<file path="src/rtl/int_pow_pkg.sv">
// Shared definitions for the integer power / log math blocks.
// Holds the sequencer state encoding and the exponent-width sanity check
// used at elaboration time by the log sequencer.
package int_pow_pkg;

   // Default operand and exponent widths for the pow/log family
   localparam int DEF_WIDTH = 12;
   localparam int DEF_EXPW  = 4;

   // Sequencer states: waiting for a request, iterating, holding a result
   typedef enum logic [1:0] {
      ST_IDLE = 2'd0,
      ST_CALC = 2'd1,
      ST_DONE = 2'd2
   } state_t;

   // True when an EXPW-bit exponent can hold every k up to WIDTH,
   // i.e. 2**expw - 1 >= width, expressed through clog2
   function automatic bit exp_width_ok(input int width, input int expw);
      return expw >= $clog2(width + 1);
   endfunction

endpackage

</file>
<file path="src/rtl/int_log_step.sv">
// One iteration of the integer log search.
// Multiplies the running power by the base at full double width so that
// overflow past WIDTH bits is never lost, and reports whether the next
// power still fits under the target value.
module int_log_step
   import int_pow_pkg::*;
#(
   parameter int WIDTH = DEF_WIDTH
) (
   input  logic [WIDTH-1:0] acc,
   input  logic [WIDTH-1:0] b,
   input  logic [WIDTH-1:0] v,
   output logic             prod_le_v,
   output logic [WIDTH-1:0] next_acc
);

   logic [2*WIDTH-1:0] prod;

   // Full-width product and compare; the low half is only kept when it fits
   always_comb begin
      prod      = (2*WIDTH)'(acc) * (2*WIDTH)'(b);
      prod_le_v = (prod <= (2*WIDTH)'(v));
      next_acc  = prod[WIDTH-1:0];
   end

endmodule

</file>
<file path="src/rtl/int_log_seq.sv">
// Iterative integer logarithm: finds the largest k with b**k <= v.
// A request is accepted in IDLE, the search walks powers of b one multiply
// per cycle in CALC, and the result is held in DONE until the consumer takes
// it. Undefined logs (b<2 or v==0) skip straight to DONE with the error flag.
module int_log_seq
   import int_pow_pkg::*;
#(
   parameter int WIDTH = DEF_WIDTH,
   parameter int EXPW  = DEF_EXPW
) (
   input  logic             clk,
   input  logic             rst_n,
   input  logic             in_valid,
   output logic             in_ready,
   input  logic [WIDTH-1:0] in_base,
   input  logic [WIDTH-1:0] in_value,
   output logic             out_valid,
   input  logic             out_ready,
   output logic [EXPW-1:0]  out_exp,
   output logic             out_exact,
   output logic             out_err
);

   // Refuse to build a configuration whose exponent field could wrap
   if (!exp_width_ok(WIDTH, EXPW)) begin : g_bad_expw
      $error("int_log_seq: EXPW too narrow to hold exponents up to WIDTH");
   end

   state_t           state_q;
   logic [WIDTH-1:0] base_q;
   logic [WIDTH-1:0] value_q;
   logic [WIDTH-1:0] acc_q;
   logic [EXPW-1:0]  k_q;
   logic [EXPW-1:0]  exp_q;
   logic             exact_q;
   logic             err_q;

   logic             prod_le_v;
   logic [WIDTH-1:0] acc_d;

   // Multiply-and-compare for the current iteration
   int_log_step #(
      .WIDTH(WIDTH)
   ) u_step (
      .acc       (acc_q),
      .b         (base_q),
      .v         (value_q),
      .prod_le_v (prod_le_v),
      .next_acc  (acc_d)
   );

   // Ready only in IDLE and never while reset is held, so nothing can be
   // accepted during the reset window
   assign in_ready  = (state_q == ST_IDLE) && rst_n;
   assign out_valid = (state_q == ST_DONE);
   assign out_exp   = exp_q;
   assign out_exact = exact_q;
   assign out_err   = err_q;

   // Sequencer: accept, iterate, hold result; result regs only change on
   // the edge that enters DONE so they stay stable while the consumer stalls
   always_ff @(posedge clk or negedge rst_n) begin
      if (!rst_n) begin
         state_q <= ST_IDLE;
         base_q  <= '0;
         value_q <= '0;
         acc_q   <= '0;
         k_q     <= '0;
         exp_q   <= '0;
         exact_q <= 1'b0;
         err_q   <= 1'b0;
      end else begin
         case (state_q)
            ST_IDLE: begin
               if (in_valid) begin
                  if ((in_base >= WIDTH'(2)) && (in_value != '0)) begin
                     base_q  <= in_base;
                     value_q <= in_value;
                     acc_q   <= WIDTH'(1);
                     k_q     <= '0;
                     state_q <= ST_CALC;
                  end else begin
                     exp_q   <= '0;
                     err_q   <= 1'b1;
                     exact_q <= (in_base < WIDTH'(2)) && (in_value == WIDTH'(1));
                     state_q <= ST_DONE;
                  end
               end
            end
            ST_CALC: begin
               if (prod_le_v) begin
                  acc_q <= acc_d;
                  k_q   <= k_q + EXPW'(1);
               end else begin
                  exp_q   <= k_q;
                  exact_q <= (acc_q == value_q);
                  err_q   <= 1'b0;
                  state_q <= ST_DONE;
               end
            end
            ST_DONE: begin
               if (out_ready) begin
                  state_q <= ST_IDLE;
               end
            end
            default: begin
               state_q <= ST_IDLE;
            end
         endcase
      end
   end

endmodule

</file>
<file path="config.mk">
export PLATFORM = sky130hd
export DESIGN_NAME = int_log_seq
export DESIGN_NICKNAME = d
export VERILOG_FILES = /design/src/rtl/int_pow_pkg.sv /design/src/rtl/int_log_step.sv /design/src/rtl/int_log_seq.sv
export SDC_FILE = /design/constraint.sdc
export NUM_CORES = 1
export LEC_CHECK = 0
export BUFFER_PORTS_ARGS = -buffer_cell sky130_fd_sc_hd__buf_2
export CORE_UTILIZATION = 30
export DETAILED_ROUTE_END_ITERATION = 8
export PLACE_DENSITY_LB_ADDON = 0.3
export SYNTH_ARGS = -nofsm -noshare
export SYNTH_HDL_FRONTEND = slang
export SYNTH_SLANG_ARGS = --single-unit
</file>
<file path="constraint.sdc">
create_clock -name clk -period 7.7 [get_ports clk]
set_input_delay 0 -clock clk [delete_from_list [all_inputs] [get_ports clk]]
set_output_delay 0 -clock clk [all_outputs]
set_load 0.01 [all_outputs]
</file>
# After elaboration in Yosys (flattened, before gate mapping)
# Index checks and enable logic that the tools add are counted.
[word_totals]
inputBits = 28
reg_bits = 48
[classes]
n_reduce_logical = 10
order_cmp = 3
eq_ne = 10
addsub = 1
n_mux = 25
multipliers = 1
[ops]
columns = ["cell", "n"]
rows = [
  ["$mux 12", 3],
  ["$le 24x12->1", 1],
  ["$mul 12x12->24", 1],
  ["$mux 4", 6],
  ["$pmux 12 s2", 1],
  ["$pmux 4 s2", 2],
  ["$eq 12x1->1 const B", 1],
  ["$eq 12x12->1", 1],
  ["$ge 12x2->1 const B", 1],
  ["$lt 12x2->1 const B", 1],
  ["$reduce_bool 12->1", 1],
  ["$mux 2", 4],
  ["$ne 2x2->1 const B", 4],
  ["$reduce_and 4->1", 2],
  ["$mux 1", 6],
  ["$pmux 2 s3", 1],
  ["$reduce_and 3->1", 2],
  ["$add 4x1->4 const B", 1],
  ["$ne 2x1->1 const B", 2],
  ["$pmux 1 s2", 2],
  ["$logic_and 1x1->1", 3],
  ["$eq 2x1->1 const B", 1],
  ["$eq 2x2->1 const B", 1],
  ["$logic_not 2->1", 1],
  ["$reduce_bool 2->1", 1],
]

# Depth between registers and ports, before layout
# Gate-level depths: netlist (run 1).
[logic_depth]
ltp_word = 5
ltp_mapped = 29

# Hierarchy
# From an unflattened synthesis (run 1), not the netlist that was laid out.
[unflattened]
cells_unflattened = 816
hier_area_um2 = 7422.1
[modules_own_cells]
columns = ["mod", "cells_each", "seq_area_each_um2", "area_per_inst_um2", "instances"]
rows = [
  ["int_log_step", 622, 0.0, 5161.2, 1],
  ["int_log_seq", 194, 1201.2, 2260.9, 1],
]

# Least setup slack after synthesis (run 1)
# Ideal clock, no wire load.
[synth_path]
path_type = "reg2reg"
from = "register acc_q[3]"
to = "register exact_q, in the netlist out_exact"
period_less_slack_ns = 6.545
arrival_ns = 6.420
slack_ns = 1.155
setup_time_ns = 0.125
path_stages_with_launch = 29
path_buffers = 3
required_ns = 7.575
cell_sequence = "dfrtp_1 > clkbuf_1 > nand2_1 > fa_1 > inv_1 > fa_1 > ha_1 > fa_1 > inv_1 > fa_1 > inv_1 > ha_1 > a21oi_1 > nand2_1 > a21o_1 > a21oi_1 > xnor2_1 > ha_1 > nand2_1 > o21ai_0 > nand2b_1 > o31ai_1 > o21ai_0 > nor4_1 > and4_1 > buf_6 > or4_4 > buf_6 > mux2_4"
[synth_between]
elab_chain_len = 4
[synth_lines]
columns = ["element", "line", "text"]
rows = [
  ["start: declaration", "int_log_seq.sv:32", "logic [WIDTH-1:0] acc_q;"],
  ["start signal: assignment", "int_log_seq.sv:67", "acc_q <= '0;"],
  ["start signal: assignment", "int_log_seq.sv:79", "acc_q <= WIDTH'(1);"],
  ["start signal: assignment", "int_log_seq.sv:92", "acc_q <= acc_d;"],
  ["$mul 12x12->24", "int_log_step.sv:21", "prod = (2*WIDTH)'(acc) * (2*WIDTH)'(b);"],
  ["$le 24x12->1", "int_log_step.sv:22", "prod_le_v = (prod <= (2*WIDTH)'(v));"],
  ["$ne 2x2->1 (no source line)", "--", ""],
  ["$reduce_and 4->1 (no source line)", "--", ""],
  ["end signal: assignment", "int_log_seq.sv:85", "exact_q <= (in_base < WIDTH'(2)) && (in_value == WIDTH'(1));"],
  ["end signal: assignment", "int_log_seq.sv:96", "exact_q <= (acc_q == value_q);"],
  ["end: declaration", "int_log_seq.sv:35", "logic exact_q;"],
]
# Several ways; a longest one is shown, not always the timed one. The select of a mux whose other input is x is not followed.
# A chain may end at the register's enable or synchronous reset.

# Worst setup path in the final report (run 1)
[layout_path]
from = "register acc_q[2]"
to = "register exact_q, in the netlist out_exact"
# Same word-level chain as after synthesis.

==> results of run 1 <==
==> cell families after synthesis <==
| kind of cell | count (synthesis) |
|---|---|
| xor gates and xnor gates | 26 |
| AOI/OAI and AO/OA | 89 |
| and+or+nand+nor | 239 |
| muxes | 32 |
| adders and majority gates | 175 |
| buffers and inverters | 183 |
| DFF | 48 |
==> critical path, delay by kind of cell (launching register included) <==
kind	cells	cell delay, ps
adder cells (fa/ha/maj)	7	2890
AO/OA/AOI/OAI	7	1290
flip-flops	1	670
XOR/XNOR	1	110
buffers and inverters	2	90
AND/OR/NAND/NOR	7	1450
multiplexers	1	320
==> layer usage <==
layer	up-vias	routed length, µm	part of all wire, %	GRT usage, %
met3	14	433	2.3	1.36
met4	0	231	1.2	2.94
met5	-	0	0	0
li1	2614	-	-	-
met1	2708	8920	48	22.5
met2	106	9000	48	28.1
==> registers in the layout, summed over array words and instances, names as in the netlist <==
signal     flops
acc_q         12
k_q            4
state_q        2
out_err        1
out_exact      1
out_exp        4
value_q       12
base_q        12
==> path summary, 6_finish.rpt <==
kind                            start         end  slack, ps  cells after the start
setup / recovery             acc_q[2]   out_exact        750                     25
hold / removal             in_base[2]   base_q[2]         10                      2
setup reg to reg             acc_q[2]   out_exact        750                     25
hold reg to reg            out_exp[2]  out_exp[2]        530                      2
max in group asynchronous       rst_n  base_q[10]       6890                      3
min in group asynchronous       rst_n  value_q[4]        350                      3
==> synthesized netlist by cell type (2+ instances only) <==
library cell  number  area, µm²
clkbuf_1          31        116
nor3b_1            2       15.0
mux2i_1            5       50.1
o211ai_1           4       30.0
a22oi_1            2       15.0
a31oi_1            2       12.5
dfrtp_1           48       1200
buf_6              2       22.5
nor2_1            10       37.5
a21o_1             4       30.0
or3_1              2       12.5
and2_1            48        300
and4_1             2       17.5
inv_1            147        552
nor2b_1            5       31.3
nand3_1            8       40.0
a22o_1            14        123
nand2_1          119        447
and3_1             2       12.5
buf_2              2       10.0
fa_1             100       2000
o21ai_0           21        105
nor4_1             8       50.1
o21ai_1            2       10.0
ha_1              75        938
a21oi_1           29        145
nand4_1            9       56.3
nand2b_1           6       37.5
a211oi_1           3       22.5
mux2_2            26        293
xnor2_1           13        114
xor2_1            13        114
nor3_1             8       40.0
nand3b_1           3       22.5
==> power groups by stage <==
stage	Clock (mW)	Sequential, mW	Combinational (mW)
after floorplan	0	0.407	1.19
final	0.247	0.533	1.51
after global routing	0.263	0.551	1.73
after global placement	0	0.535	1.49
after CTS	0.255	0.534	1.52
after detailed placement	0	0.539	1.50
==> timing repair <==
action,CTS,global route
setup endpoints to repair,0,16
resized for setup,0,1
endpoints found under the hold margin,73,0
hold buffers,26,0
==> per-stage QoR <==
step           cell area, µm²  worst slack (ps)  util [%]  hold slack [ps]
6_report                 8130               745      34.6             10.3
3_5_place_dp             7710               474      32.9              178
5_1_grt                  8130               243      34.6             7.22
4_1_cts                  8130               429      34.6             18.9
2_1_floorplan            7190              1150         -             -296
3_3_place_gp             7710               579      32.9              175
==> area by class of cell <==
cell class	count	area [µm²]
clock inverter	2	13.8
fill	2468	15300
multi-input combinational	561	5290
tap	319	399
sequential	48	1200
clock buffer	6	139
inverter	147	552
timing repair buffer	75	541
==> impl_results.md, run 1 <==
- Status: finished clean
- Commonest non-fill, non-tap cell in the layout: inv_1
- Area Growth Syn to Fin: 13.1%
- CTS max path bufs: 2
- Share of cells above drive strength 1: 10.6%
- # clock sinks: 48
- Routed WL: 18600 µm
- Syn_area_per_cell: 9.08 µm²
- Drt pass-1 iters: 5
- Tcrit/Tclk final: 90.3%
- CP max-delay cell: dfrtp_1
- Largest family of logic cells by synthesized area: adder cells
- Worst-margin pin slew: 805 ps
- Achievable Freq: 144 MHz
- Clk_skew: 8.80 ps
- Slew Limit Headroom: 45.8%
- CP max FO: 14
- Clock latency on the worst-skew pair: 300 ps
- CTS tree: done
- Leakage: 4.17 nW
- Setup TNS: 0 ps
- Initial drt markers: 325
- Pwr per Cell Area: 282 nW/µm²
- Cell Rows: 56
- Clock Tree Root: clkbuf_16
- Post-synth top flop: dfrtp_1
- Largest net degree at the start of global routing: 50
- Avg WL per Cell: 16.1 µm
- Initial antenna violation count: 0
- Vias per cell: 4.70
- DIE HEIGHT: 157 µm
- Drt drc: 0
- Max-slew violations: 0
- Final #Nets: 1041
- Adder-Cell Fraction of Synth Area: 40.9%
- Die area: 24600 µm²
- IO Count: 36
- Post-route ant nets: 0
- # setup viols final: 0
- Non-Filler Instances: 1158
- H-tree depth: 2
- Unrepaired setup endpoints after global routing: false
- Clock power share: 10.8%
- Routability-driven placement congestion ratio: 0.857
- Setup crit start kind: flip-flop
- Crit path kind: reg -> reg
- Vias: 5442
- Total congestion overflow: 0
- Die X: 157 µm
- Worst hold path type: in -> reg
- CP Data Arrival Time: 7150 ps
- Post-Syn Instances: 792
- Vias in the first global route: 5613
- Synth warn: 0
- Number of distinct library cells after synthesis: 51
- EDFF count, synth: 0
- I/O Buffers: 35
- Mux cell area share after synthesis: 4.98%
- Post-DP HPWL: 15000 µm
- P_sw: 1.18 mW
- Starting Density: 30.6%
- Final hold viol count: 0
- Most frequent cells in the layout: inv_1 (147), nand2_1 (119), fa_1 (100)
- Area of the core: 23500 µm²
- First-pass GRT wire length: 30800 µm
- Async S/R FF share, synth: 100%
- Xor and xnor area share after synthesis: 3.17%
- Most used cell, CP: fa_1
- Power Total: 2.29 mW
- Simple-gate share of the synthesized area: 16.5%
- Setup bufs post-CTS: 0
- Compound-Gate Fraction of Synth Area: 7.90%
- Sequential area share after synthesis: 16.7%
- # diodes: 0
- Syn nets: 995
- Switching share of total power: 51.4%
- Register bit total from synthesis: 48
- Clk pin slew, worst setup/hold paths: 80 ps
- Post-Syn Area: 7190 µm²
- Int Power: 1.11 mW
- Max Cap Viol: 0
- Global Route Usage Sum: 16.3%
- CP required: 7890 ps
- DP Cell Count: 1124
- CP peak stage delay: 670 ps
- CP endpoint kind: flip-flop
- Seq pwr share: 23.3%
- Comb pwr share: 66.0%
- Final min period: 6950 ps
- Worst IR Drop VDD: 0.126 mV
- CTS Buf Count: 5
No activity file was read; power rests on OpenSTA's default activity.
==> run 2: changes to the inputs <==
Settings changed: BUFFER_PORTS_ARGS -buffer_cell sky130_fd_sc_hd__buf_2 to not set, CAP_MARGIN set to 5, DONT_BUFFER_PORTS set to 1.
==> impl_results.md, run 2 (synthesis gave the netlist of run 1 again) <==
- Share of cells above drive strength 1: 7.28% (-3.3 points)
- H-tree depth: 2 (unchanged)
- Worst IR Drop VDD: 0.113 mV (-9.6%)
- Most frequent cells in the layout: inv_1 (147), nand2_1 (119), fa_1 (100)
- Clock latency on the worst-skew pair: 300 ps (about the same)
- Global Route Usage Sum: 16.3% (-0.061 points)
- WP depth: 26 (+4.0%)
- Cell family with most CP delay: adder cells
- CP Data Arrival Time: 7440 ps (+290 ps)
- Leakage: 4.07 nW (-2.3%)
- Biggest regs: acc_q: 12 flops, base_q: 12 flops, value_q: 12 flops
- CP endpoint kind: flip-flop
- Vias in the first global route: 5758 (+2.6%)
- Worst-margin pin slew: 976 ps (+170 ps)
- Final min period: 7250 ps (+295 ps)
- Total congestion overflow: 0 (unchanged)
- Pwr per Cell Area: 290 nW/µm² (+2.9%)
- Most used cell, CP: fa_1
- Final #Nets: 1012 (-2.8%)
- Flop2flop setup slack: 450 ps (-290 ps)
- CTS tree: done
- CTS Buf Count: 5 (unchanged)
- DIE HEIGHT: 157 µm (unchanged)
- CTS max path bufs: 2 (unchanged)
- Setup crit start kind: flip-flop
- Drt pass-1 iters: 4 (-1)
- Commonest non-fill, non-tap cell in the layout: inv_1
- Clk_skew: 10.4 ps (+1.65 ps)
- Hold path startpoint: in_valid
- Worst Hold End: out_exp[3]
- Worst r2r dst: out_exact
- # clock sinks: 48 (unchanged)
- Initial drt markers: 231 (-29%)
- Die X: 157 µm (unchanged)
- Avg WL per Cell: 16.2 µm (+0.63%)
- Final instance area: 8060 µm² (-0.85%)
- CP max-delay cell: dfrtp_1
- Post-DP HPWL: 15100 µm (+0.75%)
- Cell Rows: 56 (unchanged)
- Max Cap Viol: 0 (unchanged)
- Drt drc: 0 (unchanged)
- Max-slew violations: 0 (unchanged)
- Routability-driven placement congestion ratio: 0.813 (-5.1%)
- Slew Limit Headroom: 34.4% (-11 points)
- Area Growth Syn to Fin: 12.2%
- Final hold viol count: 0 (unchanged)
- # setup viols final: 0 (unchanged)
- Die area: 24600 µm² (unchanged)
- WP buf/inv: 3 (+1)
- Initial antenna violation count: 0 (unchanged)
- CP max FO: 13 (-1)
- Worst r2r src: base_q[5]
- Fillers: 2417 (-2.1%)
- Crit path kind: reg -> reg
- Achievable Freq: 138 MHz (-4.1%)
- Worst hold path type: in -> reg
- Largest net degree at the start of global routing: 49 (-2.0%)
- Final WS setup: 451 ps (-295 ps)
- I/O Buffers: 0 (-100%)
- CP peak stage delay: 560 ps (-110 ps)
- Post-route ant nets: 0 (unchanged)
- Hold Path Depth: 3 (+1)
- Clock Tree Root: clkbuf_16
- Routed WL: 18200 µm (-1.9%)
- Unrepaired setup endpoints after global routing: false
- Worst reg-to-reg path cell count: 26 (+4.0%)
- Tcrit/Tclk final: 94.1% (+3.8 points)
- IO Count: 36 (unchanged)
- Setup TNS: 0 ps (unchanged)
- Worst slack, placed: 476 ps (+1.65 ps)
- Vias per cell: 4.66 (-0.86%)
- # diodes: 0 (unchanged)
- Starting Density: 30.6% (unchanged)
- Area of the core: 23500 µm² (unchanged)
- Clk pin slew, worst setup/hold paths: 80 ps (about the same)
- Vias: 5260 (-3.3%)
- Post-DP Area: 7570 µm² (-1.9%)
- CP required: 7890 ps (about the same)
- Status: finished clean
- First-pass GRT wire length: 30900 µm (+0.31%)
-- run 2: routing by layer --
layer,share of wire (%),up-vias,GRT usage (%)
met2,49,79,28.4
met1,47,2607,21.5
li1,-,2561,-
met5,0,-,0
met4,1.3,0,3.97
met3,2.7,13,1.58
-- run 2: how the worst max path moves through the flow --
stage,slack (ps),from,endpoint
2_1_floorplan,1150,acc_q[3],out_exact
3_3_place_gp,560,acc_q[3],out_exact
3_5_place_dp,480,acc_q[3],out_exact
4_1_cts,410,acc_q[3],out_exact
5_1_grt,60,acc_q[4],out_exact
6_report,450,base_q[5],out_exact
-- run 2: timing repair --
action	CTS	global route
hold buffers	28	0
hold endpoints to repair	74	0
endpoints found under the setup margin	0	1
gates resized for setup	0	1
buffers inserted	0	0
-- run 2: stage by stage --
stage	power (mW)	util, %	std cells	hold WS (ps)
floorplan	1.59	-	792	-296
global placement	2.02	32.2	1093	-294
detailed placement	2.02	32.2	1093	-295
CTS	2.36	34.3	1129	83.8
global route	2.58	34.3	1129	105
finish	2.34	34.3	1129	97.5
-- run 2: worst reg2reg max path: stages (launching register included) --
cell and delay, ps:
dfrtp_1 560, and2_1 270, fa_1 480, ha_1 250
fa_1 540, inv_1 50, fa_1 470, fa_1 540
inv_1 40, ha_1 360, a21o_1 190, a21oi_1 240
nand2_1 130, a21o_1 190, a21oi_1 160, xnor2_1 140
ha_1 350, nand2_1 60, o21ai_0 250, nand2b_1 150
o31ai_1 60, o21ai_0 270, nor4_1 100, and4_1 250
buf_4 190, or4_4 510, mux2_4 320
-- run 2: cell type report --
cell class,instances,area (µm²),area share [%]
Timing Repair Buffer,46,433,5.37
Clock inverter,3,68.8,0.854
Tap cell,319,399,4.95
Clock buffer,5,125,1.55
Sequential cell,48,1200,14.9
Inverter,147,552,6.84
Multi-Input combinational cell,561,5280,65.5
-- run 2: power breakdown --
group / internal, mW / switching [mW] / leakage (nW)
logic: 0.649 / 0.863 / 3.38
registers: 0.338 / 0.190 / 0.605
clock network: 0.188 / 0.108 / 0.0944
total: 1.17 / 1.16 / 4.07
==> run 3: changes to the inputs <==
Settings changed: CELL_PAD_IN_SITES_DETAIL_PLACEMENT set to 1, CELL_PAD_IN_SITES_GLOBAL_PLACEMENT set to 1, CORE_MARGIN set to 3, SLEW_MARGIN set to 20.
==> impl_results.md, run 3 (synthesis gave the netlist of run 1 again) <==
- Status: finished clean
- Most frequent cells in the layout: inv_1 (147), nand2_1 (118), fa_1 (100)
- Initial drt markers: 224 (-3.0%)
- Max-slew violations: 0 (unchanged)
- CTS max path bufs: 2 (unchanged)
- Largest net degree at the start of global routing: 49 (unchanged)
- Post-DP HPWL: 15900 µm (+5.4%)
- Vias: 5329 (+1.3%)
- Clk pin slew, worst setup/hold paths: 80 ps (about the same)
- Die X: 161 µm (+2.6%)
- Worst r2r src: base_q[5]
- Global Route Usage Sum: 15.8% (-0.50 points)
- Met2 GRT Util: 26.6% (-1.9 points)
- Post-route ant nets: 0 (unchanged)
- Setup crit start kind: flip-flop
- # diodes: 0 (unchanged)
- Tcrit/Tclk final: 94.2% (about the same)
- Grt peak-use layer: met2
- Achievable Freq: 138 MHz (about the same)
- Met3 Use GR: 1.34% (-0.24 points)
- Share of cells above drive strength 1: 7.29% (+0.0090 points)
- Die area: 25900 µm² (+5.2%)
- CP endpoint kind: flip-flop
- Avg WL per Cell: 17.1 µm (+6.1%)
- Clock Tree Root: clkbuf_16
- Cell Rows: 56 (unchanged)
- CP Data Arrival Time: 7450 ps (about the same)
- Setup bufs post-CTS: 0 (unchanged)
- Most used cell, CP: fa_1
- Biggest regs: acc_q: 12 flops, base_q: 12 flops, value_q: 12 flops
- Pwr per Cell Area: 293 nW/µm² (+1.1%)
- Crit path kind: reg -> reg
- CTS Buf Count: 5 (unchanged)
- Routed WL: 19300 µm (+6.0%)
- CP required: 7900 ps (about the same)
- Drt pass-1 iters: 4 (unchanged)
- Max Cap Viol: 0 (unchanged)
- Routability-driven placement congestion ratio: 0.824 (+1.4%)
- H-tree depth: 2 (unchanged)
- Clk_skew: 16.3 ps (+5.86 ps)
- Worst hold path type: in -> reg
- IO Count: 36 (unchanged)
- WHS: 89.6 ps (-7.97 ps)
- First-pass GRT wire length: 32600 µm (+5.6%)
- Area of the core: 23500 µm² (+0.30%)
- CP startpoint: base_q[5]
- Unrepaired setup endpoints after global routing: false
- Final hold viol count: 0 (unchanged)
- Starting Density: 30.5% (-0.091 points)
- I/O Buffers: 0 (unchanged)
- Vias per cell: 4.72 (+1.4%)
- Initial antenna violation count: 0 (unchanged)
- Leakage: 4.07 nW (about the same)
- Total congestion overflow: 0 (unchanged)
- Clock latency on the worst-skew pair: 310 ps (about the same)
- CP max-delay cell: dfrtp_1
- # clock sinks: 48 (unchanged)
- Hold path startpoint: in_valid
- Final #Nets: 1011 (-0.099%)
- Slew Limit Headroom: 53.7% (+19 points)
- GR Util met1: 22.8% (+1.2 points)
- Commonest non-fill, non-tap cell in the layout: inv_1
- CTS tree: done
- Fillers: 2768 (+15%)
- CP peak stage delay: 570 ps (about the same)
- Worst-margin pin slew: 694 ps (-281 ps)
- Worst IR Drop VDD: 0.113 mV (-0.42%)
- DIE HEIGHT: 161 µm (+2.6%)
- CP max FO: 16 (+3)
- Area Growth Syn to Fin: 12.1% (about the same)
- Final min period: 7260 ps (+6.74 ps)
- # setup viols final: 0 (unchanged)
- Drt drc: 0 (unchanged)
- Setup TNS: 0 ps (unchanged)
- Vias in the first global route: 5871 (+2.0%)
## run 3: what timing repair did
action                    4_1_cts  5_1_grt
gates resized for setup         0        0
hold endpoints to repair       74        0
hold buffers                   28        0
## run 3: stage by stage
step	instances	cell area, µm²	setup slack, ps	utilization, %	power (mW)
detailed placement	1092	7560	287	32.1	2.05
global placement	1092	7560	427	32.1	2.04
floorplan	792	7190	1150	-	1.59
global route	1128	8060	15.1	34.2	2.64
CTS	1128	8060	267	34.2	2.39
finish	1128	8060	444	34.2	2.36
## run 3: final timing paths
| check | endpoint | slack, ps | depth (start not counted) |
|---|---|---|---|
| worst max-delay path | out_exact | 440 | 26 |
| worst min-delay path | out_exp[0] | 90 | 3 |
| worst max register to register | out_exact | 440 | 26 |
| worst min register to register | k_q[3] | 550 | 1 |
| max in group asynchronous | acc_q[1] | 7260 | 2 |
| min in group asynchronous | value_q[5] | 220 | 2 |
## run 3: where the power goes
part / switching, mW / total, mW / leakage, nW / internal, mW
logic: 0.892 / 1.54 / 3.37 / 0.651
registers: 0.185 / 0.523 / 0.606 / 0.338
clock network: 0.109 / 0.296 / 0.0944 / 0.187
## run 3: cell type report
class | count | area [µm²] | share of cell area (%)
clock buffers | 5 | 125 | 1.55
clock inverters | 3 | 68.8 | 0.854
inverters | 147 | 552 | 6.85
multi-input cells | 561 | 5290 | 65.6
flip-flops and latches | 48 | 1200 | 14.9
well taps | 319 | 399 | 4.95
repair buffers | 45 | 425 | 5.28
## run 3: routing by layer
layer | part of all wire (%) | vias to the layer above
met5 | 0 | -
met1 | 49 | 2698
met2 | 48 | 70
met3 | 2.4 | 10
li1 | - | 2551
met4 | 0.81 | 0
## run 3: critical path: cells and delay by family (launching register included)
kind	cells	cell delay, ps
simple gates	7	1460
fa+ha+maj	7	2970
flops	1	570
mux	1	330
compound gates	7	1380
buf+inv	3	310
xor+xnor	1	120
